[config.mk]
export PLATFORM = sky130hd
export DESIGN_NAME = sparse_fetcher_flat
export DESIGN_NICKNAME = d
export VERILOG_FILES = /design/src/rtl/sparse_fetcher_if.sv /design/src/rtl/sparse_fetcher.sv /design/src/flat_wrapper.sv
export SDC_FILE = /design/constraint.sdc
export NUM_CORES = 1
export LEC_CHECK = 0
export CORE_ASPECT_RATIO = 1.5
export CORE_MARGIN = 2
export CORE_UTILIZATION = 60
export DETAILED_ROUTE_END_ITERATION = 12
export GPL_ROUTABILITY_DRIVEN = 0
export PLACE_DENSITY = 0.81
export SLEW_MARGIN = 30
export SYNTH_ARGS = -nofsm -noshare
export SYNTH_HDL_FRONTEND = slang
export SYNTH_SLANG_ARGS = --single-unit
[constraint.sdc]
create_clock -name clk -period 3.45 [get_ports clk]
set_clock_uncertainty 0.1 [all_clocks]
set_input_delay 0.69 -clock clk [delete_from_list [all_inputs] [get_ports clk]]
set_output_delay 0.69 -clock clk [all_outputs]
set_load 0.01 [all_outputs]
[src/rtl/sparse_fetcher_if.sv]
// Consumer-side bus of the sparse operand fetcher.
//   val_read : pop request from the consumer
//   out      : current head word (0 while empty)
//   empty    : no valid word available
// master = consumer side, slave = fetcher side.
interface sparse_fetcher_if #(
    parameter int unsigned WIDTH = 8
);
    logic             val_read;
    logic [WIDTH-1:0] out;
    logic             empty;

    modport master (
        output val_read,
        input  out,
        input  empty
    );

    modport slave (
        input  val_read,
        output out,
        output empty
    );
endinterface

[src/rtl/sparse_fetcher.sv]
// Sparse-matrix operand stream source. A fixed ROM (rom[i] = i+1) is streamed
// through a small first-word-fall-through prefetch buffer to the consumer.
// Ports:
//   clk  : rising-edge clock
//   rst  : asynchronous active-low reset, clears all state
//   bus  : sparse_fetcher_if.slave (val_read in, out/empty out)
// BUF_DEPTH must be a power of two >= 2 so the pointers wrap naturally.
module sparse_fetcher #(
    parameter int unsigned WIDTH     = 8,
    parameter int unsigned DEPTH     = 16,
    parameter int unsigned BUF_DEPTH = 4
) (
    input  logic            clk,
    input  logic            rst,
    sparse_fetcher_if.slave bus
);

    localparam int unsigned ADDR_W = $clog2(DEPTH + 1);
    localparam int unsigned PTR_W  = $clog2(BUF_DEPTH);
    localparam int unsigned CNT_W  = $clog2(BUF_DEPTH + 1);
    localparam int unsigned CRD_W  = CNT_W + 1;

    // ROM read side
    logic [ADDR_W-1:0] rd_addr;
    logic              in_flight;
    logic [WIDTH-1:0]  rom_q;

    // Prefetch buffer
    logic [WIDTH-1:0]  buf_mem [BUF_DEPTH];
    logic [PTR_W-1:0]  wr_ptr;
    logic [PTR_W-1:0]  rd_ptr;
    logic [CNT_W-1:0]  count;

    // Per-cycle control
    logic              is_empty;
    logic              push;
    logic              pop;
    logic              issue;
    logic [CRD_W-1:0]  credit_used;

    // Fixed stream contents: word i holds i+1, truncated to WIDTH.
    function automatic logic [WIDTH-1:0] rom_word(input logic [ADDR_W-1:0] addr);
        return WIDTH'(32'(addr) + 32'd1);
    endfunction

    assign is_empty = (count == '0);

    // The registered ROM word always lands in the buffer the edge after issue.
    assign push = in_flight;

    // Pops while empty are silently dropped.
    assign pop = bus.val_read && !is_empty;

    // Slots already claimed: stored words plus the read still in flight.
    // Pops in this cycle are not credited back, which keeps the buffer from
    // ever overflowing while still allowing one word per cycle at steady state.
    assign credit_used = CRD_W'(count) + CRD_W'(in_flight);

    assign issue = (rd_addr < ADDR_W'(DEPTH)) && (credit_used < CRD_W'(BUF_DEPTH));

    // Prefetch engine: registered ROM read, address saturates at DEPTH.
    always_ff @(posedge clk or negedge rst) begin
        if (!rst) begin
            rd_addr   <= '0;
            in_flight <= 1'b0;
            rom_q     <= '0;
        end else begin
            in_flight <= issue;
            if (issue) begin
                rom_q   <= rom_word(rd_addr);
                rd_addr <= rd_addr + ADDR_W'(1);
            end
        end
    end

    // Buffer write side
    always_ff @(posedge clk or negedge rst) begin
        if (!rst) begin
            for (int i = 0; i < int'(BUF_DEPTH); i++) begin
                buf_mem[i] <= '0;
            end
            wr_ptr <= '0;
        end else if (push) begin
            buf_mem[wr_ptr] <= rom_q;
            wr_ptr          <= wr_ptr + PTR_W'(1);
        end
    end

    // Buffer read pointer
    always_ff @(posedge clk or negedge rst) begin
        if (!rst) begin
            rd_ptr <= '0;
        end else if (pop) begin
            rd_ptr <= rd_ptr + PTR_W'(1);
        end
    end

    // Occupancy: simultaneous push and pop leaves it unchanged.
    always_ff @(posedge clk or negedge rst) begin
        if (!rst) begin
            count <= '0;
        end else begin
            unique case ({push, pop})
                2'b10:   count <= count + CNT_W'(1);
                2'b01:   count <= count - CNT_W'(1);
                default: count <= count;
            endcase
        end
    end

    // First-word-fall-through head, forced to zero when nothing is valid.
    assign bus.out   = is_empty ? '0 : buf_mem[rd_ptr];
    assign bus.empty = is_empty;

endmodule

[src/flat_wrapper.sv]
// flat-port wrapper written by rule: the top's interface ports become plain ports
module sparse_fetcher_flat 
#(
    parameter int unsigned WIDTH     = 8,
    parameter int unsigned DEPTH     = 16,
    parameter int unsigned BUF_DEPTH = 4
)
  (clk, rst, bus_val_read, bus_out, bus_empty);
  sparse_fetcher_if #(.WIDTH(WIDTH)) bus_i ();
  input  logic clk;
  input  logic rst;
  input wire logic [$bits(bus_i.val_read)-1:0] bus_val_read;
  output wire logic [$bits(bus_i.out)-1:0] bus_out;
  output wire logic [$bits(bus_i.empty)-1:0] bus_empty;
  assign bus_i.val_read = bus_val_read;
  assign bus_out = bus_i.out;
  assign bus_empty = bus_i.empty;
  sparse_fetcher #(.WIDTH(WIDTH), .DEPTH(DEPTH), .BUF_DEPTH(BUF_DEPTH)) u_core (.clk(clk), .rst(rst), .bus(bus_i));
endmodule
* After elaboration in Yosys (flattened, before gate mapping)
Cells that the tools add are included.
** Word-level totals
- Register bits after elaboration :: 53
- Input bits :: 3
- Output and inout port bits :: 9
- Logic and storage cells :: 40
** Cells by class
- Add/sub/neg operators :: 7
- Magnitude comparators :: 5
- Equality and inequality tests :: 2
- Mux-type cells :: 8
- Bitwise logic cells :: 2
- Reductions and logical operators :: 6
** Operators by type and width (number)
- 32-bit bitwise mux :: 1
- 8-bit 2-to-1 mux :: 4
- 8-bit binary-select mux with 2-bit select :: 1
- 8-bit demux with 2-bit select :: 1
- 5-bit by 1-bit adder with 6-bit output (second input constant) :: 1
- 3-bit >= comparator (second input constant) :: 2
- 2-bit NOT with 3-bit output :: 2
- 3-bit case mux with 2 select lines :: 1
- 5-bit by 1-bit adder with 5-bit output (second input constant) :: 1
- 5-bit less-than comparator (second input constant) :: 1
- 2-bit by 1-bit adder with 2-bit output (second input constant) :: 2
- 3-bit by 1-bit adder with 4-bit output :: 1
- 4-bit by 3-bit less-than comparator with 1-bit output (second input constant) :: 1
- 3-bit by 1-bit adder with 3-bit output (second input constant) :: 1
- 1-bit logical AND :: 3
- 3-bit zero test :: 1
- 3-bit by 1-bit less-than comparator with 1-bit output (second input constant) :: 1
- 3-bit by 1-bit subtractor with 3-bit output (second input constant) :: 1
- 2-bit by 1-bit equality test with 1-bit output (second input constant) :: 1
- 2-bit equality test (second input constant) :: 1
- 2-bit nonzero test :: 1
- 1-bit zero test :: 1

* Longest topological paths before layout
- Depth in word-level cells :: 6
- Gate-level depth with buffers :: 8
- Mapped depth without buffers :: 8

* Least setup slack after synthesis
Ideal clock, no wire load.
- Path kind :: input-to-reg
- Start :: input port bus_val_read
- End :: register u_core.count[2]
- Setup time :: 79 ps
- Arrival time :: 1855 ps
- Data required time :: 3271 ps
- Slack :: 1416 ps
- Cell stages on the path :: 7
- Buffers on the path :: 0
- Cell sequence :: nor2b_1 -> ha_1 -> inv_1 -> fa_1 -> xor2_1 -> nor2_1 -> xor2_1
** Between the ends
- Word-level cells in the longest chain between the ends :: 3
- Elaborated cells between the ends (all ways) :: 5
- Those cells by class :: eq/ne: 2; mux: 1; reduce/logical: 2
** RTL lines
- from (decl) :: line flat_wrapper.sv:12 : input wire logic [$bits(bus_i.val_read)-1:0] bus_val_read;
- 1-bit logical AND (*) :: line sparse_fetcher.sv:52 : assign pop = bus.val_read && !is_empty;
- 2-bit by 1-bit equality test with 1-bit output or 2-bit equality test (tied branches) :: line sparse_fetcher.sv:103 : unique case ({push, pop})
- 3-bit case mux with 2 select lines or 2-bit nonzero test (tied branches)
- to (signal assigned) :: line sparse_fetcher.sv:104 : 2'b10: count <= count + CNT_W'(1);
- to (signal assigned) :: line sparse_fetcher.sv:105 : 2'b01: count <= count - CNT_W'(1);
- to (signal assigned) :: line sparse_fetcher.sv:106 : default: count <= count;
- to (decl) :: line sparse_fetcher.sv:32 : logic [CNT_W-1:0] count;
Every way passes the cells marked *; elsewhere a longest branch is shown, timed or not.
A chain may end at the register's enable or synchronous reset.

* Worst setup path in the final report
- Start :: register u_core.rd_ptr[0]
- End :: output port bus_out[2]
** Between the ends
- Word-level cells in the longest chain between the ends :: 5
** RTL lines
- from (decl) :: line sparse_fetcher.sv:31 : logic [PTR_W-1:0] rd_ptr;
- from (signal assigned) :: line sparse_fetcher.sv:94 : rd_ptr <= rd_ptr + PTR_W'(1);
- 2-bit NOT with 3-bit output (implied by the code) :: line sparse_fetcher.sv:112 : assign bus.out = is_empty ? '0 : buf_mem[rd_ptr];
- 8-bit binary-select mux with 2-bit select :: line sparse_fetcher.sv:112
- 8-bit 2-to-1 mux (implied by the code) (2 in series) :: line sparse_fetcher.sv:112
- 8-bit 2-to-1 mux :: line sparse_fetcher.sv:112
- to (decl) :: line flat_wrapper.sv:13 : output wire logic [$bits(bus_i.out)-1:0] bus_out;
No other way between the ends. The select of a mux whose other input is x is not followed.

==> qor.yml <==
finalWorstPathRequiredPeriod_ps: 2910
syn_area_per_cell_um2: 14.7
htreeDepth: 2
ir_drop_mv: 0.545
critPathKind: "reg -> out"
via_per_inst: 5.52
area_delta_synth_final_pct: 11.7
antenna_found_initial: 0
path_buf_inv: 1
required_ps: 2660
wl_per_cell_um: 17.7
critPathTopFamily: "flip-flops"
post-cts-setup-buffer-count: 0
ant_nets: 0
core_um2: 2850
vias: 955
hold_viol: 0
dieHeight_um: 70.4
finalCritPeriodShare_pct: 84.5
cpMaxStageDelayCell: "dfrtp_1"
route.detailed.drc: 0
synth-seq-area-share_pct: 54.0
powerDensity_nw_per_um2: 989
crit_chain: "mux4_2, nor2b_1, clkdlybuf4s50_1"
cts_resized: 0
cts_tree: "built"
initial_core_util_pct: 61.8
reg2reg_depth: 8
r2r_slack_ps: 1280
cts_inserted_buffers: 5
hp-class: "reg -> reg"
grt_pass1_vias: 1073
synth_cell_types: 23
grt.total_usage_pct: 22.0
grt_max_degree: 39
dp.final_hpwl_mm: 2.14
status: "finished, final reports clean"
diodes: 0
synthCells: 120
rsz0062_at_grt: "no"
fmax_mhz: 343
reg2reg_from: "u_core.count[0]"
ys_warn_count: 0
dp.cells: 165
grt.overflow.total: 0
die_area_um2: 3390
first_iter_violations: 14
clockRootBuffer: "clkbuf_8"
worstHoldPathCells: 1
numPortBuffers: 9
drive_gt1_share_pct: 30.6
cts_buffer_depth: 2
clk_latency_ps: 290
whs_endpoint: "u_core.buf_mem[3]"
path_clk_slew_ps: 70
placementRows: 24
finalWirelength_mm: 3.07
hp-start: "u_core.buf_mem[3]"
reg2reg_to: "u_core.count[2]"
crit_fanout: 8
slew_viol_final: 0
synth_seq_cells: 38
stdcell_count: 173
hold_buffers: 0
cp-start-kind: "flop"
drtPass1Iterations: 4
grt_first_pass_wirelength_mm: 5.05
async_flop_share_pct: 100
ioPinCount: 12
setup_viol_count_final: 0
netlist_area_um2: 1760
synth_edf_count: 0
cp-end-kind: "primary output"
critPathArrivalTime_ps: 2120
cts_sinks: 38
critPathMaxStageDelay_ps: 650
chipWidth_um: 48.2
cap_violations: 0
tns_ps: 0
p_leak_nw: 0.894
nets: 143
synthFlopType: "dfrtp_1"
worst max path at each step:
stage	start	end	slack (ps)	cells after the start
after detailed placement	bus_val_read	u_core.count[2]	770	8
after floorplan	bus_val_read	u_core.count[2]	1420	7
after global routing	u_core.rd_ptr[0]	bus_out[2]	390	3
final	u_core.rd_ptr[0]	bus_out[2]	540	3
after CTS	u_core.rd_ptr[0]	bus_out[2]	490	3
after global placement	bus_val_read	u_core.count[2]	840	8
power by group:
| group | internal (W) | switching [W] | total [W] |
|---|---|---|---|
| Sequential | 0.000646 | 0.000227 | 0.000874 |
| Combinational | 0.000475 | 0.000284 | 0.000760 |
| Clock | 0.000161 | 0.000152 | 0.000313 |
synth_stat cells (all sizes together) (2+ instances only):
master	number	share of area (%)
nor2b	7	2.5
ha	6	4.3
inv	6	1.3
xnor2	3	1.5
mux4	6	7.7
xor2	6	3.0
dfrtp	38	54
mux2	25	16
nand2	7	1.5
buf	4	1.8
nor2	2	0.43
state kept, by name, summed over array words and instances (netlist names):
name	count
u_core.buf_mem	24
u_core.count	3
u_core.in_flight	1
u_core.rd_addr	4
u_core.rd_ptr	2
u_core.rom_q	2
u_core.wr_ptr	2
routing by layer:
| layer | wire [µm] | track usage (%) | part of all wire [%] |
|---|---|---|---|
| met3 | 65 | 4.65 | 2.1 |
| met2 | 1690 | 35.5 | 55 |
| met1 | 1240 | 26.3 | 40 |
| met5 | 0 | 0 | 0 |
| met4 | 71 | 10.8 | 2.3 |
metrics by stage:
step | setup WS (ps) | utilization (%) | total power [W] | hold slack, ps | cell area [µm²]
global placement | 838 | 65.8 | 0.00158 | 382 | 1880
floorplan | 1420 | - | 0.00138 | 294 | 1770
finish | 536 | 69.0 | 0.00195 | 403 | 1970
detailed placement | 766 | 65.8 | 0.00166 | 392 | 1880
global route | 392 | 69.0 | 0.00208 | 421 | 1970
CTS | 487 | 69.0 | 0.00197 | 408 | 1970
worst reg2reg max path, delay by kind of cell, from the launching register on:
| family | cells | cell delay [ps] |
|---|---|---|
| AND/OR/NAND/NOR | 3 | 680 |
| adder cells (fa/ha/maj) | 2 | 430 |
| XOR/XNOR | 2 | 280 |
| flip-flops | 1 | 470 |
| buffers and inverters | 1 | 80 |
cell families after synthesis:
| logic type | share of synthesized area, % |
|---|---|
| adder cells (fa/ha/maj) | 5.40 |
| multiplexers | 24.2 |
| AO/OA/AOI/OAI | 2.34 |
| buffers and inverters | 3.27 |
| XOR/XNOR | 4.47 |
| other | 0.213 |
| AND/OR/NAND/NOR | 6.11 |
| flip-flops | 54.0 |
final cells by class:
class | count | area [µm²]
clock buffer | 7 | 86.3
clock inverter | 1 | 5.00
fill | 212 | 885
inverter | 6 | 22.5
multi-input combinational | 72 | 757
sequential | 38 | 951
tap | 39 | 48.8
timing repair buffer | 10 | 97.6
placed cells by master (no fill, tap or decap), types with 2 or more instances in the layout:
master            n
clkbuf_8          6
clkdlybuf4s50_1   9
conb_1            2
dfrtp_1          38
ha_1              6
inv_1             6
mux2_2           25
mux4_2            6
nand2_1           7
nor2_1            2
nor2b_1           7
xnor2_1           3
xor2_1            6
(Power assumes the default switching activity.)
